--- src/rtl/ccff_loader.sv ---
// Configuration-chain loader: serialises a word stream LSB-first onto ccff_head
// for exactly CHAIN_LEN gated prog_clk edges, optionally comparing ccff_tail.
module ccff_loader #(
    parameter int CHAIN_LEN = 1024,
    parameter int WORD_W    = 32,
    parameter int CNT_W     = $clog2(CHAIN_LEN + 1)
) (
    input  logic              prog_clk,
    input  logic              pReset_n,
    input  logic              start,
    input  logic              verify,
    input  logic              abort,
    input  logic [WORD_W-1:0] s_data,
    input  logic              s_valid,
    output logic              s_ready,
    output logic              ccff_head,
    output logic              chain_clk_en,
    input  logic              ccff_tail,
    output logic              busy,
    output logic              done,
    output logic              err,
    output logic [CNT_W-1:0]  err_idx,
    output logic [CNT_W-1:0]  bit_count
);

    localparam int WC_W = $clog2(WORD_W + 1);
    localparam logic [WC_W-1:0]  WORD_LAST = WC_W'(WORD_W - 1);
    localparam logic [CNT_W-1:0] BIT_LAST  = CNT_W'(CHAIN_LEN - 1);

    typedef enum logic [1:0] {
        IDLE      = 2'd0,
        WAIT_WORD = 2'd1,
        SHIFT     = 2'd2,
        DONE      = 2'd3
    } state_t;

    state_t            state_q, state_d;
    logic              verify_q;
    logic [WORD_W-1:0] buf_q;
    logic [WC_W-1:0]   word_cnt_q;
    logic [CNT_W-1:0]  bit_count_q;
    logic              err_q;
    logic [CNT_W-1:0]  err_idx_q;

    logic start_pass;
    logic accept;
    logic shift_en;

    // abort outranks every other event, including the handshake in the same cycle
    assign start_pass = !abort && (state_q == IDLE || state_q == DONE) && start;
    assign accept     = !abort && (state_q == WAIT_WORD) && s_valid;
    assign shift_en   = !abort && (state_q == SHIFT);

    // NOTE: sequential state uses non-blocking assignments so every register
    // samples pre-edge values regardless of process evaluation order.
    always_ff @(posedge prog_clk or negedge pReset_n) begin
        if (!pReset_n) begin
            state_q <= IDLE;
        end else begin
            state_q <= state_d;
        end
    end

    // NOTE: state_d gets its default before any branch so no path leaves it
    // unassigned, which would otherwise infer a latch.
    always_comb begin
        state_d = state_q;
        if (abort) begin
            state_d = IDLE;
        end else begin
            unique case (state_q)
                IDLE, DONE: begin
                    if (start) state_d = WAIT_WORD;
                end
                WAIT_WORD: begin
                    if (s_valid) state_d = SHIFT;
                end
                SHIFT: begin
                    if (bit_count_q == BIT_LAST) begin
                        state_d = DONE;
                    end else if (word_cnt_q == WORD_LAST) begin
                        state_d = WAIT_WORD;
                    end
                end
                default: state_d = IDLE;
            endcase
        end
    end

    // NOTE: the shift buffer is a plain register, not a memory array, so it is
    // reset along with the rest of the datapath to keep ccff_head defined.
    always_ff @(posedge prog_clk or negedge pReset_n) begin
        if (!pReset_n) begin
            verify_q    <= 1'b0;
            buf_q       <= '0;
            word_cnt_q  <= '0;
            bit_count_q <= '0;
            err_q       <= 1'b0;
            err_idx_q   <= '0;
        end else begin
            if (start_pass) begin
                verify_q    <= verify;
                bit_count_q <= '0;
                err_q       <= 1'b0;
                err_idx_q   <= '0;
            end
            if (accept) begin
                buf_q      <= s_data;
                word_cnt_q <= '0;
            end
            if (shift_en) begin
                buf_q       <= buf_q >> 1;
                word_cnt_q  <= word_cnt_q + WC_W'(1);
                bit_count_q <= bit_count_q + CNT_W'(1);
                // only the first mismatch of a pass is recorded
                if (verify_q && !err_q && (ccff_tail != buf_q[0])) begin
                    err_q     <= 1'b1;
                    err_idx_q <= bit_count_q;
                end
            end
        end
    end

    assign s_ready      = !abort && (state_q == WAIT_WORD);
    assign ccff_head    = (state_q == SHIFT) ? buf_q[0] : 1'b0;
    assign chain_clk_en = shift_en;
    assign busy         = (state_q == WAIT_WORD) || (state_q == SHIFT);
    assign done         = (state_q == DONE);
    assign err          = err_q;
    assign err_idx      = err_idx_q;
    assign bit_count    = bit_count_q;

endmodule

--- config.mk ---
export PLATFORM = sky130hd
export DESIGN_NAME = ccff_loader
export DESIGN_NICKNAME = d
export VERILOG_FILES = /design/src/rtl/ccff_loader.sv
export SDC_FILE = /design/constraint.sdc
export NUM_CORES = 1
export LEC_CHECK = 0
export CAP_MARGIN = 20
export CORE_MARGIN = 1.5
export CORE_UTILIZATION = 30
export DETAILED_ROUTE_END_ITERATION = 16
export SLEW_MARGIN = 20
export SYNTH_ARGS = -nofsm -noshare
export SYNTH_HDL_FRONTEND = slang
export SYNTH_SLANG_ARGS = --single-unit
--- constraint.sdc ---
create_clock -name prog_clk -period 5.15 [get_ports prog_clk]
set_input_delay 1.03 -clock prog_clk [delete_from_list [all_inputs] [get_ports prog_clk]]
set_output_delay 1.03 -clock prog_clk [all_outputs]
set_load 0.02 [all_outputs]
Word-level counts from Yosys, hierarchy flattened
Cells that the tools add are included.

Bits in registers: 64. Input port bits: 39. Output and inout port bits: 28. Word-level logic and storage cells: 53.

$add $sub $neg: 2. Equality and inequality tests: 9. Muxes and demuxes: 19. Reduce and logical (&&, ||, !) cells: 16.

Operators by type and width (number): 32-bit two-way mux (2); 11-bit two-way mux (5); 6-bit two-way mux (2); 11-bit by 1-bit adder with 11-bit output (second input constant) (1); 11-bit by 10-bit equality test with 1-bit output (second input constant) (1); 2-bit two-way mux (5); 1-bit logical AND (7); 6-bit by 1-bit adder with 6-bit output (second input constant) (1); 6-bit by 5-bit equality test with 1-bit output (second input constant) (1); 3-bit != test (second input constant) (2); 2-bit one-hot mux with 3 select lines (1); 2-bit equality test (second input constant) (2); 1-bit two-way mux (4); 4-bit by 2-bit != test with 1-bit output (second input constant) (1); 2-bit nonzero test (2); 3-bit AND reduction (1); 2-bit by 1-bit equality test with 1-bit output (second input constant) (1); 1-bit zero test (2); 2-bit zero test (1); 1-bit logical OR (2); 2-bit OR reduction (1); 1-bit != test (1).

Longest topological paths before layout
Gate-level depths: netlist (run 1).

Word-level depth: 7. Mapped depth: 9. Depth with buffers taken out: 7.

Worst setup path after synthesis (run 1)
Ideal clock, no wire load.

Path type: input to output. From: input abort. To: output chain_clk_en. Data arrival time: 1.503 ns. Required time: 4.120 ns. Setup slack: 2.617 ns. Stages on the path: 4. Path buffers: 2. Cells stage by stage: nand2b_4 buf_8 inv_6 buf_6.

Cells in the longest elaborated chain, start to end: 2.

Ends and longest elaborated chain: start, declared (line 12) `input logic abort,`; 1-bit zero test (line 52) `assign shift_en = !abort && (state_q == SHIFT);`; 1-bit logical AND (line 52); end, declared (line 17) `output logic chain_clk_en,`.

Every way passes these cells.

Worst setup path in the final report (run 1)
Ends and elaborated chain as after synthesis.

==> results of run 1 <==
==> power by group through the flow <==
| stage | clock network, mW | registers [mW] | logic, mW |
|---|---|---|---|
| floorplan | 0 | 0.716 | 0.309 |
| CTS | 0.373 | 0.724 | 0.430 |
| global placement | 0 | 0.728 | 0.416 |
| finish | 0.359 | 0.725 | 0.424 |
| global route | 0.397 | 0.741 | 0.472 |
| detailed placement | 0 | 0.731 | 0.430 |
==> synthesized netlist by cell type, types with 2 or more instances <==
cell type,instances
a222oi_1,20
a22o_1,2
and2_1,4
and3_1,4
buf_2,8
buf_6,5
clkbuf_1,2
dfrtp_1,64
ha_1,5
inv_1,24
mux2_1,2
nand2_1,38
nand3_1,18
nand3b_1,2
nand4_1,6
nor2_1,26
o21ai_0,13
o21ai_1,2
o22ai_1,11
o41ai_1,2
xor2_1,2
==> worst max-delay path: stages <==
cell and delay [ns]:
clkdlybuf4s50_1 0.53, nand2b_4 0.33, inv_6 0.29, clkdlybuf4s50_1 0.67
==> registers in the layout, summed over array words and instances, names as in the netlist <==
| name | cells |
|---|---|
| buf_q | 32 |
| bit_count | 11 |
| state_q | 2 |
| err_idx | 11 |
| word_cnt_q | 6 |
| verify_q | 1 |
| err | 1 |
==> metrics by stage <==
step           area, um2  instances
4_1_cts             3812        479
5_1_grt             3812        479
3_3_place_gp        3652        465
3_5_place_dp        3652        465
6_report            3812        479
2_1_floorplan       2939        284
==> kinds of logic (layout without fill, tap and decap cells) <==
logic type	Yosys count	after routing	synth area share, %
DFF	64	64	54.49
buffers and inverters	41	107	7.407
xor gates and xnor gates	3	3	0.8942
AOI/OAI and AO/OA	59	59	15.92
and+or+nand+nor	109	109	18.01
muxes	3	3	1.149
adders and majority gates	5	5	2.129
==> metal layers <==
metal | track usage (%) | wire length [um] | vias up
li1 | - | - | 1147
met1 | 17.37 | 3147 | 1161
met2 | 20.33 | 3096 | 71
met3 | 3.625 | 387 | 9
met4 | 5.479 | 72 | 0
met5 | 0 | 0 | -
==> cell type report <==
class	instances	area (um2)
Clock buffer	10	137.6
Clock inverter	4	22.52
Fill cell	963	5559
Inverter	25	98.84
Multi-Input combinational cell	179	1120
Sequential cell	64	1602
Tap cell	129	161.4
Timing Repair Buffer	68	670.6
==> worst paths after layout <==
check / startpoint / end / slack, ns
worst max-delay path: abort / chain_clk_en / 1.25
worst min-delay path: word_cnt_q[5] / word_cnt_q[5] / 0.50
worst max register to register: state_q[0] / err_idx[3] / 2.89
worst min register to register: word_cnt_q[5] / word_cnt_q[5] / 0.50
max in group asynchronous: pReset_n / word_cnt_q[5] / 3.75
min in group asynchronous: pReset_n / err_idx[10] / 0.88
==> metrics.yaml, run 1 <==
yosys:
  synth_edf_count: 0
  syn_inst: 284
  yosys-top-cells-area: "dfrtp_1, a222oi_1, nand2_1, nor2_1, nand3_1"
  ys_seq_area_share_pct: 54.49
  synthesis.nets: 328
  synth_top_cell_by_area: "dfrtp_1"
  ys_ff_latch: 64
  synthArstFlopShare_pct: 100.0
  synth-main-ff-cell: "dfrtp_1"
  synth_area_per_cell_um2: 10.35
  ys.warnings.count: 0
  syn-cell-area_um2: 2939
  yosysUniqueCellTypes: 45
  yosys.area.top_type_share_pct: 54.49
timing:
  holdWs_ns: 0.4996
  fin_worst_skew_ns: 0.008675
  worst_pin_slew_ns: 0.8047
  rsz0062_at_grt: "false"
  setup_violations: 0
  slew_viol_final: 0
  hold_viol_final: 0
  max_freq_mhz: 256.5
  layout_setup_ws_ns: 1.251
  period_share_pct: 75.70
  slew_headroom_pct: 46.35
  finalSetupTns_ns: 0
  min_period_ns: 3.899
pwr:
  p_int_mw: 1.023
  powerDensity_nw_per_um2: 395.6
  pwr-share-seq_pct: 48.1
  vdd_drop_max_v: 0.0001833
  pwr-share-comb_pct: 28.1
  switchingPower_mw: 0.4856
  sw_frac_of_total_pct: 32.20
  clkPwrFrac_pct: 23.8
  power.total_mw: 1.508
  p_leak_nw: 1.762
worst_setup_path:
  end_kind: "output pin"
  critPathKind: "in -> out"
  crit_path_start_kind: "input pin"
  reg2reg_depth: 7
  cp_max_fo: 36
  cp.required_ns: 4.12
  arrival_ns: 2.87
drt:
  vias_per_cell: 4.985
  first_pass_iters: 5
  drt_iter0_drc: 151
  vias: 2388
  wl_per_cell_um: 13.99
  ant_nets: 0
  drc: 0
  routed_wl_mm: 6.703
clock_tree:
  clk_pin_slew_ns: 0.06
  cts_made_buffers: 9
  cts_root_buffer: "clkbuf_8"
  cts_hold_buf: 0
  cts.repair.resized: 0
  cts_buffer_depth: 2
  clock-sinks: 64
  clk_latency_ns: 0.33
  htreeDepth: 3
  cts_setup_buffers: 0
  cts_tree: "yes"
global_route:
  antenna_found_initial: 0
  grtUsageTotal_pct: 13.13
  grt_overflow: 0
  grt_pass1_wl_mm: 10.72
  grt_pass1_vias: 2258
  grt_start_max_net_pins: 65
floorplan:
  core_area_um2: 9371
  rows: 35
  ios: 67
  start_util_pct: 31.36
  dieArea_um2: 10400
  die_y_um: 102.0
  die_w_um: 102.0
worst_hold_path:
  worstHoldPathType: "reg -> reg"
  hold_depth: 1
placement:
  place_congestion: 0.8086
  pre_cts_ws_ns: 1.249
  dpl.hpwl_mm: 4.624
  io_buffers: 66
finish:
  diodes: 0
  final_cell_mix: "clkdlybuf4s50_1, dfrtp_1, nand2_1"
  area_growth_pct: 29.71
  drive_gt1_share_pct: 7.143
  final_common_cell: "clkdlybuf4s50_1"
  final_util_pct: 40.68
  nNetsFinal: 391
flow_run:
  timing.max_cap.violations: 0
outcome:
  status: "complete, no violations"
Note: power is estimated with default switching activity, not from simulation.
==> run 2, diff against run 1 <==
==> constraint.sdc (replaced) <==
create_clock -name prog_clk -period 3.19 [get_ports prog_clk]
set_input_delay 0.638 -clock prog_clk [delete_from_list [all_inputs] [get_ports prog_clk]]
set_output_delay 0.638 -clock prog_clk [all_outputs]
set_load 0.02 [all_outputs]
==> run 2 against run 1 <==
Effect of this change:
- utilization increased by 0.95 points
- count of clock-buffer cells in the layout unchanged
- largest power group unchanged
- sequential share of layout area decreased by 0.96 points
- wire length increased by 1.5%
- critical path type unchanged
- first-iteration DRC count increased by 54%
- via count increased by 1.2%
- combinational power increased by 63%
- global-route usage increased by 0.73 points
==> metrics.yaml, run 2 (synthesis results as in run 1) <==
timing:
  holdWs_ns: 0.3882  # -0.1114 ns
  slew_viol_final: 0  # unchanged
  layout_setup_ws_ns: 0.4206  # -0.8306 ns
  finalSetupTns_ns: 0  # unchanged
  rsz0062_at_grt: "false"
  max_freq_mhz: 361.1
  min_period_ns: 2.769
  setup_violations: 0  # unchanged
  hold_viol_final: 0  # unchanged
  fin_worst_skew_ns: 0.008286  # -0.0003887 ns
  slew_headroom_pct: 45.95  # -0.40 points
  worst_pin_slew_ns: 0.8108  # +0.006058 ns
  period_share_pct: 86.82
global_route:
  antenna_found_initial: 0  # unchanged
  grt_start_max_net_pins: 36  # -45%
  grt_overflow: 0  # unchanged
  grtUsageTotal_pct: 13.87  # +0.73 points
  grt_pass1_vias: 2289  # +1.4%
  grt_pass1_wl_mm: 11.21  # +4.6%
floorplan:
  core_area_um2: 9371  # unchanged
  rows: 35  # unchanged
  start_util_pct: 31.36  # unchanged
  dieArea_um2: 10400  # unchanged
  die_w_um: 102.0  # unchanged
  die_y_um: 102.0  # unchanged
  ios: 67  # unchanged
drt:
  first_pass_iters: 7  # +2
  drc: 0  # unchanged
  routed_wl_mm: 6.804  # +1.5%
  ant_nets: 0  # unchanged
  vias_per_cell: 4.981  # about the same
  drt_iter0_drc: 233  # +54%
  wl_per_cell_um: 14.03  # +0.25%
  vias: 2416  # +1.2%
finish:
  n_fill_cell: 969  # +0.62%
  largest_reg_flops: 32  # unchanged
  stdcell_area_um2: 3901  # +2.3%
  final_cell_mix: "clkdlybuf4s50_1, dfrtp_1, nand2_1"
  largest-register: "buf_q"
  final_common_cell: "clkdlybuf4s50_1"
  diodes: 0  # unchanged
  multiInputGateArea_um2: 1120  # unchanged
  ff_latch_area_um2: 1602  # unchanged
  layout.cells.non_filler: 485  # +1.3%
  drive_gt1_share_pct: 8.708  # +1.6 points
  nNetsFinal: 395  # +1.0%
  area_growth_pct: 32.74
  final_util_pct: 41.63  # +0.95 points
placement:
  pre_cts_ws_ns: 0.4112  # -0.8378 ns
  dpl_cell_area_um2: 3695  # +1.2%
  place_congestion: 0.7562  # -6.5%
  placed_cells: 469  # +0.86%
  dpl.hpwl_mm: 4.673  # +1.1%
  io_buffers: 66  # unchanged
worst_setup_path:
  cp.required_ns: 2.55  # -1.57 ns
  cpPeakStageDelay_ns: 0.62  # -0.05 ns
  critical_path.most_common_cell: "clkdlybuf4s50_1"
  worst_r2r_endpoint: "buf_q[16]"
  path_cells: "clkdlybuf4s50_1 -> nand2b_4 -> inv_6 -> clkdlybuf4s50_1"
  crit_family: "buffers and inverters"
  worst-path-buf-inv: 3  # unchanged
  cp_max_fo: 16  # -56%
  ff2ff_setup_slack_ns: 1.11  # -1.78 ns
  worstReg2RegStart: "state_q[0]"
  reg2reg_depth: 8  # +1
  slowest_stage: "clkdlybuf4s50_1"
  crit_path_start_kind: "input pin"
  arrival_ns: 2.13  # -0.74 ns
  end_kind: "output pin"
  critPathKind: "in -> out"
pwr:
  powerDensity_nw_per_um2: 662.3  # +67%
  p_leak_nw: 1.791  # +1.7%
  power.total_mw: 2.584  # +71%
  vdd_drop_max_v: 0.0002765  # +51%
outcome:
  status: "complete, no violations"
clock_tree:
  cts_root_buffer: "clkbuf_8"
  cts_setup_buffers: 0  # unchanged
  cts_buffer_depth: 2  # unchanged
  cts_made_buffers: 9  # unchanged
  clk_latency_ns: 0.34  # about the same
  cts_tree: "yes"
  cts.repair.resized: 0  # unchanged
  htreeDepth: 3  # unchanged
  cts_hold_buf: 0  # unchanged
  clock-sinks: 64  # unchanged
  clk_pin_slew_ns: 0.08  # +0.02 ns
worst_hold_path:
  worstHoldPathType: "in -> async"
flow_run:
  timing.max_cap.violations: 0  # unchanged
-- run 2: cell types whose count changed in the layout (fill, tap and decap cells not counted) --
| cell | before | now |
|---|---|---|
| buf_4 | 2 | 5 |
| clkinv_2 | 3 | 0 |
| clkinvlp_4 | 1 | 4 |
| buf_12 | 0 | 1 |
| bufinv_16 | 0 | 1 |
| clkinv_4 | 0 | 1 |
-- run 2: worst max path at each step --
stage          start            to  slack, ns  depth (start not counted)
2_1_floorplan  abort  chain_clk_en       1.44                          4
3_3_place_gp   abort  chain_clk_en       0.43                          4
4_1_cts        abort  chain_clk_en       0.41                          4
3_5_place_dp   abort  chain_clk_en       0.41                          4
5_1_grt        abort  chain_clk_en       0.36                          4
6_report       abort  chain_clk_en       0.42                          4
-- run 2: report_power, final --
group | total (mW) | switching, mW | leakage (nW) | internal (mW)
registers | 1.17 | 0.139 | 0.829 | 1.03
logic | 0.693 | 0.355 | 0.871 | 0.339
clock network | 0.721 | 0.338 | 0.0907 | 0.383
-- run 2: worst register-to-register path: stages, from the launching register on --
cell      delay, ns
dfrtp_1        0.41
inv_1          0.06
ha_1           0.29
nand2b_4       0.13
inv_6          0.07
buf_4          0.22
a21oi_4        0.55
a222oi_1       0.20
inv_1          0.08
-- run 2: routing by layer --
| metal | share of wire, % | GRT usage (%) |
|---|---|---|
| met5 | 0 | 0 |
| met3 | 6.3 | 3.967 |
| met2 | 46 | 21.29 |
| met1 | 46 | 18.81 |
| met4 | 1.3 | 4.742 |
-- run 2: area by class of cell --
class / count / area share [%]
flip-flops and latches: 64 / 41.05
multi-input cells: 179 / 28.70
repair buffers: 72 / 18.28
well taps: 129 / 4.137
clock buffers: 10 / 3.528
inverters: 25 / 2.534
clock inverters: 6 / 1.764
